**config.mk**
```make
export PLATFORM = sky130hd
export DESIGN_NAME = elbeth_mem_arbiter
export DESIGN_NICKNAME = d
export VERILOG_FILES = /design/src/rtl/elbeth_mem_arbiter_pkg.sv /design/src/rtl/elbeth_arb_prio.sv /design/src/rtl/elbeth_mem_arbiter.sv
export SDC_FILE = /design/constraint.sdc
export NUM_CORES = 1
export LEC_CHECK = 0
export CORE_MARGIN = 4
export CORE_UTILIZATION = 25
export CTS_BUF_LIST = sky130_fd_sc_hd__clkbuf_16
export DETAILED_ROUTE_END_ITERATION = 10
export GPL_TIMING_DRIVEN = 0
export PLACE_DENSITY = 0.64
export SKIP_LAST_GASP = 1
export SYNTH_ARGS = -nofsm -noshare
export SYNTH_HDL_FRONTEND = slang
export SYNTH_SLANG_ARGS = --single-unit
```
**constraint.sdc**
```tcl
create_clock -name clk -period 2.6 [get_ports clk]
set_input_delay 0.39 -clock clk [delete_from_list [all_inputs] [get_ports clk]]
set_output_delay 0.39 -clock clk [all_outputs]
set_load 0.01 [all_outputs]
```
**src/rtl/elbeth_mem_arbiter_pkg.sv**
```systemverilog
// Shared encodings for the elbeth single-port memory arbiter.
package elbeth_mem_arbiter_pkg;

  typedef enum logic [2:0] {
    ARB_IDLE    = 3'd0,
    ARB_GRANT_I = 3'd1,
    ARB_GRANT_D = 3'd2,
    ARB_DONE_I  = 3'd3,
    ARB_DONE_D  = 3'd4
  } arb_state_t;

  localparam logic [3:0] RW_READ = 4'b0000;

endpackage

```
**src/rtl/elbeth_arb_prio.sv**
```systemverilog
// Data-first priority pick with a starvation counter that forces an
// instruction grant after MAX_D_BURST back-to-back data grants.
module elbeth_arb_prio #(
  parameter int MAX_D_BURST = 4
) (
  input  logic clk,
  input  logic rst,
  input  logic imem_en,
  input  logic dmem_en,
  input  logic grant_take,
  output logic pick_d
);

  localparam logic [3:0] BURST_MAX = 4'(MAX_D_BURST);

  logic [3:0] starve_cnt;

  assign pick_d = dmem_en && !(imem_en && starve_cnt == BURST_MAX);

  always_ff @(posedge clk) begin
    if (rst) begin
      starve_cnt <= '0;
    end else if (grant_take) begin
      if (!pick_d)
        starve_cnt <= '0;
      else if (imem_en && starve_cnt != BURST_MAX)
        starve_cnt <= starve_cnt + 4'd1;
    end
  end

endmodule

```
**src/rtl/elbeth_mem_arbiter.sv**
```systemverilog
// Shares one single-port memory between the core's imem and dmem ports:
// capture on grant, one memory access, a DONE bubble with the ready pulse.
module elbeth_mem_arbiter
  import elbeth_mem_arbiter_pkg::*;
#(
  parameter int ADDR_W      = 8,
  parameter int DATA_W      = 32,
  parameter int MAX_D_BURST = 4,
  parameter int TIMEOUT     = 16
) (
  input  logic              clk,
  input  logic              rst,
  input  logic              imem_en,
  input  logic [ADDR_W-1:0] imem_addr,
  input  logic [3:0]        imem_rw,
  input  logic [DATA_W-1:0] imem_wdata,
  output logic [DATA_W-1:0] imem_rdata,
  output logic              imem_ready,
  output logic              imem_error,
  input  logic              dmem_en,
  input  logic [ADDR_W-1:0] dmem_addr,
  input  logic [3:0]        dmem_rw,
  input  logic [DATA_W-1:0] dmem_wdata,
  output logic [DATA_W-1:0] dmem_rdata,
  output logic              dmem_ready,
  output logic              dmem_error,
  output logic              mem_en,
  output logic [ADDR_W-1:0] mem_addr,
  output logic [3:0]        mem_rw,
  output logic [DATA_W-1:0] mem_wdata,
  input  logic [DATA_W-1:0] mem_rdata,
  input  logic              mem_ready,
  input  logic              mem_error
);

  localparam logic [7:0] WD_LAST = 8'(TIMEOUT - 1);

  arb_state_t        state;
  logic [ADDR_W-1:0] cap_addr;
  logic [3:0]        cap_rw;
  logic [DATA_W-1:0] cap_wdata;
  logic [DATA_W-1:0] cap_rdata;
  logic              cap_err;
  logic [7:0]        wd_cnt;
  logic              pick_d;
  logic              grant_take;
  logic              grant;

  assign grant_take = (state == ARB_IDLE) && (imem_en || dmem_en);

  elbeth_arb_prio #(.MAX_D_BURST(MAX_D_BURST)) u_prio (
    .clk       (clk),
    .rst       (rst),
    .imem_en   (imem_en),
    .dmem_en   (dmem_en),
    .grant_take(grant_take),
    .pick_d    (pick_d)
  );

  always_ff @(posedge clk) begin
    if (rst) begin
      state     <= ARB_IDLE;
      cap_addr  <= '0;
      cap_rw    <= RW_READ;
      cap_wdata <= '0;
      cap_rdata <= '0;
      cap_err   <= 1'b0;
      wd_cnt    <= '0;
    end else begin
      case (state)
        ARB_IDLE: begin
          wd_cnt <= '0;
          if (pick_d) begin
            cap_addr  <= dmem_addr;
            cap_rw    <= dmem_rw;
            cap_wdata <= dmem_wdata;
            state     <= ARB_GRANT_D;
          end else if (imem_en) begin
            cap_addr  <= imem_addr;
            cap_rw    <= imem_rw;
            cap_wdata <= imem_wdata;
            state     <= ARB_GRANT_I;
          end
        end
        ARB_GRANT_I, ARB_GRANT_D: begin
          // Watchdog abort completes the access with error and zero data
          if (mem_ready) begin
            cap_rdata <= mem_rdata;
            cap_err   <= mem_error;
            wd_cnt    <= '0;
            state     <= (state == ARB_GRANT_I) ? ARB_DONE_I : ARB_DONE_D;
          end else if (wd_cnt == WD_LAST) begin
            cap_rdata <= '0;
            cap_err   <= 1'b1;
            wd_cnt    <= '0;
            state     <= (state == ARB_GRANT_I) ? ARB_DONE_I : ARB_DONE_D;
          end else begin
            wd_cnt <= wd_cnt + 8'd1;
          end
        end
        default: state <= ARB_IDLE;
      endcase
    end
  end

  assign grant      = (state == ARB_GRANT_I) || (state == ARB_GRANT_D);
  assign mem_en     = grant;
  assign mem_addr   = grant ? cap_addr  : '0;
  assign mem_rw     = grant ? cap_rw    : '0;
  assign mem_wdata  = grant ? cap_wdata : '0;

  assign imem_ready = (state == ARB_DONE_I);
  assign imem_rdata = imem_ready ? cap_rdata : '0;
  assign imem_error = imem_ready && cap_err;
  assign dmem_ready = (state == ARB_DONE_D);
  assign dmem_rdata = dmem_ready ? cap_rdata : '0;
  assign dmem_error = dmem_ready && cap_err;

endmodule

```
# Yosys cells after proc, flatten, opt, wreduce, memory -nomap -nowiden
# Cells that the tools add are included.
dict set report word_totals {
  out_inout_bits 113
  ff_bits 92
  word_cells 64
  inputBits 126
}
dict set report op_classes {
  add_sub_neg 2
  muxes 26
  eq_ne 10
  n_reduce_logical 18
}
# op count
set ops {}
lappend ops {{32-bit 2-to-1 mux} 7}
lappend ops {{8-bit 2-to-1 mux} 5}
lappend ops {{4-bit 2-to-1 mux} 5}
lappend ops {{8-bit one-hot mux with 2 select lines} 1}
lappend ops {{3-bit 2-to-1 mux} 5}
lappend ops {{8-bit by 1-bit adder with 8-bit output, second input constant} 1}
lappend ops {{8-bit by 4-bit equality test with 1-bit output, second input constant} 1}
lappend ops {{2-bit AND reduction} 4}
lappend ops {{3-bit by 2-bit equality test with 1-bit output, second input constant} 2}
lappend ops {{1-bit logical AND} 6}
lappend ops {{3-bit inequality test, second input constant} 2}
lappend ops {{3-bit one-hot mux with 2 select lines} 1}
lappend ops {{2-bit nonzero test} 3}
lappend ops {{4-bit by 1-bit adder with 4-bit output, second input constant} 1}
lappend ops {{4-bit by 3-bit equality test with 1-bit output, second input constant} 1}
lappend ops {{4-bit by 3-bit inequality test with 1-bit output, second input constant} 1}
lappend ops {{3-bit by 1-bit equality test with 1-bit output, second input constant} 1}
lappend ops {{3-bit equality test, second input constant} 1}
lappend ops {{3-bit logical NOT} 1}
lappend ops {{1-bit logical OR} 2}
lappend ops {{1-bit 2-to-1 mux} 2}
lappend ops {{2-bit by 1-bit inequality test with 1-bit output, second input constant} 1}
lappend ops {{2-bit OR reduction} 1}
lappend ops {{1-bit logical NOT} 1}

# Depth between registers and ports, before layout
# Gate-level depths: netlist (run 1).
dict set report logic_depth {
  ltp_word 6
  mapped_depth 7
  depth_no_buf 6
}

# Cells and area by module
# From an unflattened synthesis (run 1), not the netlist that was laid out.
dict set report hier_totals {
  cells_unflattened 501
  hier_area_um2 4653.2
}
# mod cells_per_inst n_inst area_per_inst_um2
set modules_own_cells {}
lappend modules_own_cells {elbeth_mem_arbiter 474 1 4399.2}
lappend modules_own_cells {elbeth_arb_prio 27 1 254.0}

# Worst setup path after synthesis (run 1)
# OpenSTA, ideal clock, no wires.
dict set report synth_path {
  path_type {register to output}
  from {reg state[2]}
  to {out dmem_rdata[22]}
  arrival_ns 1.469
  required_time_ns 2.210
  path_stages_with_launch 5
  slack_ns 0.741
  n_path_buf 2
  cell_sequence {dfxtp_1 -> buf_2 -> nor3b_1 -> clkbuf_1 -> and2_1}
}
dict set report synth_via {
  elab_chain_cells 2
}
# item line_no
set synth_lines {}
lappend synth_lines {{start, declared} elbeth_mem_arbiter.sv:38} ;# arb_state_t state;
lappend synth_lines {{start signal, assigned} elbeth_mem_arbiter.sv:91} ;# state <= (state == ARB_GRANT_I) ? ARB_DONE_I : ARB_DONE_D;
lappend synth_lines {{start signal, assigned} elbeth_mem_arbiter.sv:96} ;# state <= (state == ARB_GRANT_I) ? ARB_DONE_I : ARB_DONE_D;
lappend synth_lines {{3-bit equality test} elbeth_mem_arbiter.sv:115} ;# assign dmem_ready = (state == ARB_DONE_D);
lappend synth_lines {{net dmem_ready} elbeth_mem_arbiter.sv:25} ;# output logic dmem_ready,
lappend synth_lines {{32-bit 2-to-1 mux} elbeth_mem_arbiter.sv:116} ;# assign dmem_rdata = dmem_ready ? cap_rdata : '0;
lappend synth_lines {{end, declared} elbeth_mem_arbiter.sv:24} ;# output logic [DATA_W-1:0] dmem_rdata,
# The timed path passes the listed nets, and every way through them passes these cells.

# Final worst setup path (run 1)
dict set report layout_path {
  from {reg state[1]}
  to {out mem_wdata[12]}
}
dict set report layout_via {
  elab_chain_cells 3
  word_cells_on_any_way 4
}
# item line_no
set layout_lines {}
lappend layout_lines {{3-bit by 1-bit equality test with 1-bit output or 3-bit by 2-bit equality test with 1-bit output (tied branches)} elbeth_mem_arbiter.sv:106} ;# assign grant = (state == ARB_GRANT_I) || (state == ARB_GRANT_D);
lappend layout_lines {{1-bit logical OR (*)} elbeth_mem_arbiter.sv:106}
lappend layout_lines {{32-bit 2-to-1 mux (*)} elbeth_mem_arbiter.sv:110} ;# assign mem_wdata = grant ? cap_wdata : '0;
lappend layout_lines {{end, declared} elbeth_mem_arbiter.sv:30} ;# output logic [DATA_W-1:0] mem_wdata,
# Mark *: on every way between the ends. The rest lies on a longest branch, timed or not.

==> results.py, run 1 <==
metrics = {
    "worst_setup_path": {
        "critical-path-max-stage-delay_ns": 0.47,
        "cp.arrival_ns": 2.13,
        "critical_path_class": "reg -> out",
        "crit_buf_inv": 4,
        "cpMostUsedCell": "buf_6",
        "critPathMaxFanout": 10,
        "path_delay_family": "buffers and inverters",
        "crit_path_top_delay_cell": "clkdlybuf4s50_1",
        "endpoint_kind": "primary output",
        "crit_required_ns": 2.21,
        "start_kind": "flop",
        "cp_cell_sequence": "buf_6, xnor2_4, nor2_4, buf_6, clkbuf_8, and2_1, clkdlybuf4s50_1",
    },
    "layout": {
        "fillers": 1945,
        "antenna_cells": 0,
        "drive_gt1_share_pct": 12.9,
        "regArea_mm2": 0.00185,
        "fin_util_pct": 42.0,
        "syn2layout_area_growth_pct": 63.7,
        "stdcell_count": 1060,
        "final_nets": 924,
        "layout_commonest_cell": "clkdlybuf4s50_1",
        "multi_input_area_mm2": 0.00274,
        "final_cell_mix": "202 x clkdlybuf4s50_1, 110 x and2_1, 95 x nand2_1",
    },
    "route": {
        "dr.pass1.iters": 4,
        "post_drt_wl_per_cell_um": 16.4,
        "avgViaCountPerCell": 4.56,
        "num_vias": 4834,
        "wl_um": 17400,
        "drcViolationCount": 0,
        "drt_iter0_markers": 212,
        "ant_nets": 0,
    },
    "floorplanning": {
        "die_width_um": 147,
        "rows": 50,
        "die_area_mm2": 0.0216,
        "core_mm2": 0.0188,
        "num_io_pins": 239,
        "initial_utilization_pct": 25.6,
        "die_y_um": 147,
    },
    "place": {
        "place_inst": 1040,
        "io_buffers": 237,
        "dpl.hpwl_um": 13400,
        "place_ws_ns": -0.388,
        "gp_congestion": 0.848,
    },
    "yosys": {
        "syn_inst": 543,
        "ys_types": 47,
        "async_flop_share_pct": 0,
        "yosys_register_bits": 92,
        "seq_area_frac_synth_pct": 38.1,
        "synth_edf_count": 0,
        "ys_warn_count": 0,
        "synthFlopType": "dfxtp_1",
        "syn_area_mm2": 0.00483,
        "syn_nets": 672,
        "avgSynthCellArea_um2": 8.89,
    },
    "cts": {
        "hold_buffers": 0,
        "htree_levels": 3,
        "cts_buffers": 9,
        "cts_buffer_depth": 2,
        "root_buffer": "clkbuf_16",
        "cts_tree": "done",
        "clkTransAtPathRegs_ns": 0.07,
        "clock_sinks": 92,
        "clk_latency_ns": 0.34,
    },
    "timing": {
        "setup_viol": 0,
        "fin_crit_sh_pct": 96.7,
        "rsz0062_at_grt": "yes",
        "layout_setup_ws_ns": 0.0846,
        "fin_crit_ns": 2.52,
        "clock.fmax_mhz": 398,
        "max-slew-margin-rel_pct": 41.2,
        "finalHoldViolations": 0,
        "slew_viol_final": 0,
        "worst_pin_slew_ns": 0.881,
        "finClkSkew_ns": 0.00993,
        "hold-worst-slack_ns": 0.481,
    },
    "pwr": {
        "vdd_drop_max_mv": 0.289,
        "power_density_mw_per_mm2": 562,
        "p_leak_nw": 3.23,
    },
    "grt": {
        "antenna_found_initial": 0,
        "grt_pass1_vias": 4795,
        "grtUsageTotal_pct": 15.6,
        "grt_pass1_wl_um": 26600,
        "grt.overflow.total": 0,
        "grt_max_degree": 14,
    },
    "outcome": {
        "status": "finished clean",
    },
    "job": {
        "maxCapViolations": 0,
    },
    "hold_path": {
        "hp-class": "reg -> reg",
    },
}
==> what timing repair did <==
action,in CTS,in global routing
setup endpoints to repair,109,53
resized for setup,56,18
pin swaps,1,2
buffers inserted,5,0
==> layer usage <==
layer  GRT usage [%]  routed length (um)  part of all wire (%)  vias to the layer above
li1                -                   -                     -                     2387
met1            19.0                7430                    43                     2206
met2            24.9                7710                    44                      218
met3            6.17                1820                    10                       23
met4            5.82                 430                   2.5                        0
met5               0                   0                     0                        -
==> metrics by stage <==
step / area (um2) / TNS (ns) / power, mW
after global placement: 7530 / -8.10 / 3.23
after CTS: 7870 / 0 / 4.49
after floorplan: 4830 / 0 / 2.60
after global routing: 7900 / 0 / 4.71
final: 7900 / 0 / 4.44
after detailed placement: 7530 / -9.37 / 3.25
==> area by class of cell <==
class | instances | area share (%)
plain buffers | 45 | 4.13
clock buffers | 9 | 2.85
clock inverters | 7 | 0.364
inverters | 4 | 0.190
multi-input cells | 401 | 34.7
flip-flops and latches | 92 | 23.4
well taps | 260 | 4.12
repair buffers | 242 | 30.3
==> Yosys cell counts (2+ instances only) <==
master    instances  area share, %
o22a_1            2           0.36
o41ai_1           2           0.36
a211oi_1          2           0.31
a22o_1           34            6.2
buf_2             5           0.52
o21ai_0           4           0.41
buf_6             9            2.1
ha_1              3           0.78
buf_4             6           0.93
nor3_1            5           0.52
nor4_1            2           0.26
nand2b_1          2           0.26
and2_1          110             14
nand2_1          95            7.4
nand3_1           4           0.41
nor2_1           53            4.1
dfxtp_1          92             38
a21oi_1          10            1.0
clkbuf_1         25            1.9
inv_1             4           0.31
a311oi_1          2           0.36
nand3b_1          2           0.31
a311oi_2         44             14
and3_1            3           0.39
==> cells by family after synthesis <==
group | count (synthesis) | share of synthesized area, %
buffers and inverters | 50 | 5.88
AND/OR/NAND/NOR | 289 | 30.6
flip-flops | 92 | 38.1
multiplexers | 1 | 0.207
adder cells (fa/ha/maj) | 3 | 0.777
XOR/XNOR | 3 | 0.700
AO/OA/AOI/OAI | 105 | 23.7
==> where the power goes <==
group | switching (mW) | total (mW) | internal [mW]
registers | 0.101 | 1.71 | 1.61
logic | 0.772 | 1.54 | 0.767
clock network | 0.560 | 1.19 | 0.629
==> final timing paths <==
| check | startpoint | depth (start not counted) | slack (ns) | to |
|---|---|---|---|---|
| setup / recovery | state[1] | 7 | 0.08 | mem_wdata[12] |
| hold / removal | cap_rdata[0] | 1 | 0.48 | cap_rdata[0] |
| setup reg to reg | u_prio.starve_cnt[0] | 7 | 0.34 | cap_wdata[28] |
| hold reg to reg | cap_rdata[0] | 1 | 0.48 | cap_rdata[0] |
==> registers in the layout (all words and copies together) (netlist names) <==
signal	flops
cap_rdata	32
wd_cnt	8
cap_err	1
u_prio.starve_cnt	4
state	3
cap_rw	4
cap_wdata	32
cap_addr	8
No activity file was read; power rests on OpenSTA's default activity.
==> run 2, diff against run 1 <==
--- a/config.mk
+++ b/config.mk
@@ -6,11 +6,11 @@
 export NUM_CORES = 1
 export LEC_CHECK = 0
 export CORE_MARGIN = 4
-export CORE_UTILIZATION = 25
+export CORE_UTILIZATION = 44
 export CTS_BUF_LIST = sky130_fd_sc_hd__clkbuf_16
 export DETAILED_ROUTE_END_ITERATION = 10
 export GPL_TIMING_DRIVEN = 0
-export PLACE_DENSITY = 0.64
+export PLACE_DENSITY = 0.95
 export SKIP_LAST_GASP = 1
 export SYNTH_ARGS = -nofsm -noshare
 export SYNTH_HDL_FRONTEND = slang
==> run 2 against run 1 <==
Die area fell by 41%. Critical endpoint is now mem_rw[3]. Flip-flop and latch count did not move. Critical path type unchanged. Largest cell class unchanged. Largest power group unchanged. Register-to-register slack improved by 0.04 ns. Core utilization rose by 32 points. Non-clock buffer count rose by 1.
==> results.py, run 2 (synthesized netlist as in run 1, its figures left out) <==
metrics = {
    "timing": {
        "setup_tns_ns": 0,
        "finalHoldViolations": 0,
        "hold-worst-slack_ns": 0.476,
        "clock.fmax_mhz": 395,
        "fin_crit_ns": 2.53,
        "worst_pin_slew_ns": 0.770,
        "fin_crit_sh_pct": 97.3,
        "finClkSkew_ns": 0.00658,
        "setup_viol": 0,
        "layout_setup_ws_ns": 0.0695,
        "rsz0062_at_grt": "yes",
        "slew_viol_final": 0,
        "max-slew-margin-rel_pct": 48.7,
    },
    "layout": {
        "final_cell_mix": "206 x clkdlybuf4s50_1, 110 x and2_1, 95 x nand2_1",
        "drive_gt1_share_pct": 13.5,
        "fillers": 725,
        "regArea_mm2": 0.00184,
        "final_area_mm2": 0.00782,
        "reg_top3": "cap_rdata x32, cap_wdata x32",
        "multi_input_area_mm2": 0.00274,
        "stdcell_count": 937,
        "fin_util_pct": 74.4,
        "layout_commonest_cell": "clkdlybuf4s50_1",
        "final_nets": 925,
        "antenna_cells": 0,
        "syn2layout_area_growth_pct": 62.0,
    },
    "hold_path": {
        "hold_start": "wd_cnt[2]",
        "hp-class": "reg -> reg",
    },
    "worst_setup_path": {
        "crit_path_top_delay_cell": "clkdlybuf4s50_1",
        "startpoint": "state[0]",
        "critical-path-max-stage-delay_ns": 0.49,
        "r2r_end": "cap_wdata[25]",
        "endpoint_kind": "primary output",
        "critPathCapture": "mem_rw[3]",
        "critical_path_class": "reg -> out",
        "r2r-start": "u_prio.starve_cnt[0]",
        "start_kind": "flop",
        "crit_required_ns": 2.21,
        "reg2reg_depth": 7,
        "cp.arrival_ns": 2.14,
        "critPathMaxFanout": 9,
        "ff2ff_setup_slack_ns": 0.38,
        "cpMostUsedCell": "buf_4",
        "cp_cell_sequence": "buf_4, xnor2_4, nor2_4, buf_6, buf_4, and2_1, clkdlybuf4s50_1",
    },
    "floorplanning": {
        "die_area_mm2": 0.0127,
        "die_width_um": 113,
        "die_y_um": 113,
        "core_mm2": 0.0105,
        "num_io_pins": 239,
        "rows": 37,
        "initial_utilization_pct": 45.9,
    },
    "job": {
        "maxCapViolations": 0,
    },
    "place": {
        "placed_cell_area_mm2": 0.00737,
        "dpl.hpwl_um": 13200,
        "place_ws_ns": -0.310,
        "gp_congestion": 0.930,
        "io_buffers": 237,
        "place_inst": 916,
    },
    "grt": {
        "grt.overflow.total": 0,
        "grt_pass1_wl_um": 25500,
        "grt_max_degree": 16,
        "grt.met2_usage_pct": 46.0,
        "antenna_found_initial": 0,
        "top_usage_layer": "met2",
        "grtUsageTotal_pct": 25.0,
        "use_met3_pct": 6.90,
        "grt_pass1_vias": 5214,
        "grt_util_met1_pct": 25.6,
    },
    "route": {
        "drcViolationCount": 0,
        "drt_iter0_markers": 268,
        "ant_nets": 0,
        "num_vias": 5010,
        "avgViaCountPerCell": 5.35,
        "wl_um": 16600,
        "post_drt_wl_per_cell_um": 17.7,
        "dr.pass1.iters": 5,
    },
    "pwr": {
        "p_leak_nw": 3.28,
        "vdd_drop_max_mv": 0.486,
        "p_total_mw": 4.66,
        "power_density_mw_per_mm2": 596,
    },
    "cts": {
        "htree_levels": 3,
        "cts_buffers": 9,
        "cts_tree": "done",
        "cts_buffer_depth": 2,
        "clock_sinks": 92,
        "root_buffer": "clkbuf_16",
        "hold_buffers": 0,
        "clk_latency_ns": 0.34,
        "clkTransAtPathRegs_ns": 0.06,
    },
    "outcome": {
        "status": "finished clean",
    },
}
-- run 2: metal layers --
metal / vias to the layer above / part of all wire (%)
met5: - / 0
met4: 0 / 3.9
met3: 48 / 9.6
met2: 276 / 51
met1: 2299 / 36
li1: 2387 / -
-- run 2: how the worst min path moves through the flow --
stage | cells after the start | slack [ns] | to
after CTS | 2 | 0.48 | wd_cnt[2]
after floorplan | 2 | 0.44 | wd_cnt[2]
after global routing | 1 | 0.50 | cap_rdata[16]
after detailed placement | 1 | 0.47 | cap_rdata[26]
after global placement | 2 | 0.46 | wd_cnt[2]
final | 2 | 0.48 | wd_cnt[2]
-- run 2: critical path: cells and delay by family, from the launching register on --
family	cells	cell delay (ns)
flops	1	0.30
xor+xnor	1	0.30
buf+inv	4	0.95
simple gates	2	0.24
-- run 2: power by group --
part / internal [mW] / switching, mW
Clock: 0.839 / 0.563
Sequential: 1.61 / 0.112
Combinational: 0.771 / 0.764
Total: 3.22 / 1.44
-- run 2: repair_timing --
item / CTS / global route
buffers inserted: 4 / 0
cloned: 1 / 0
endpoints found under the setup margin: 109 / 70
pin swaps: 1 / 2
resized for setup: 44 / 24
-- run 2: cell type report --
cell class                      instances  area share, %
Multi-Input combinational cell        401           35.0
Timing Repair Buffer                  242           30.9
Sequential cell                        92           23.6
Buffer                                 46           4.11
Clock buffer                            9           2.88
Tap cell                              136           2.18
Clock inverter                          7           1.15
Inverter                                4          0.192
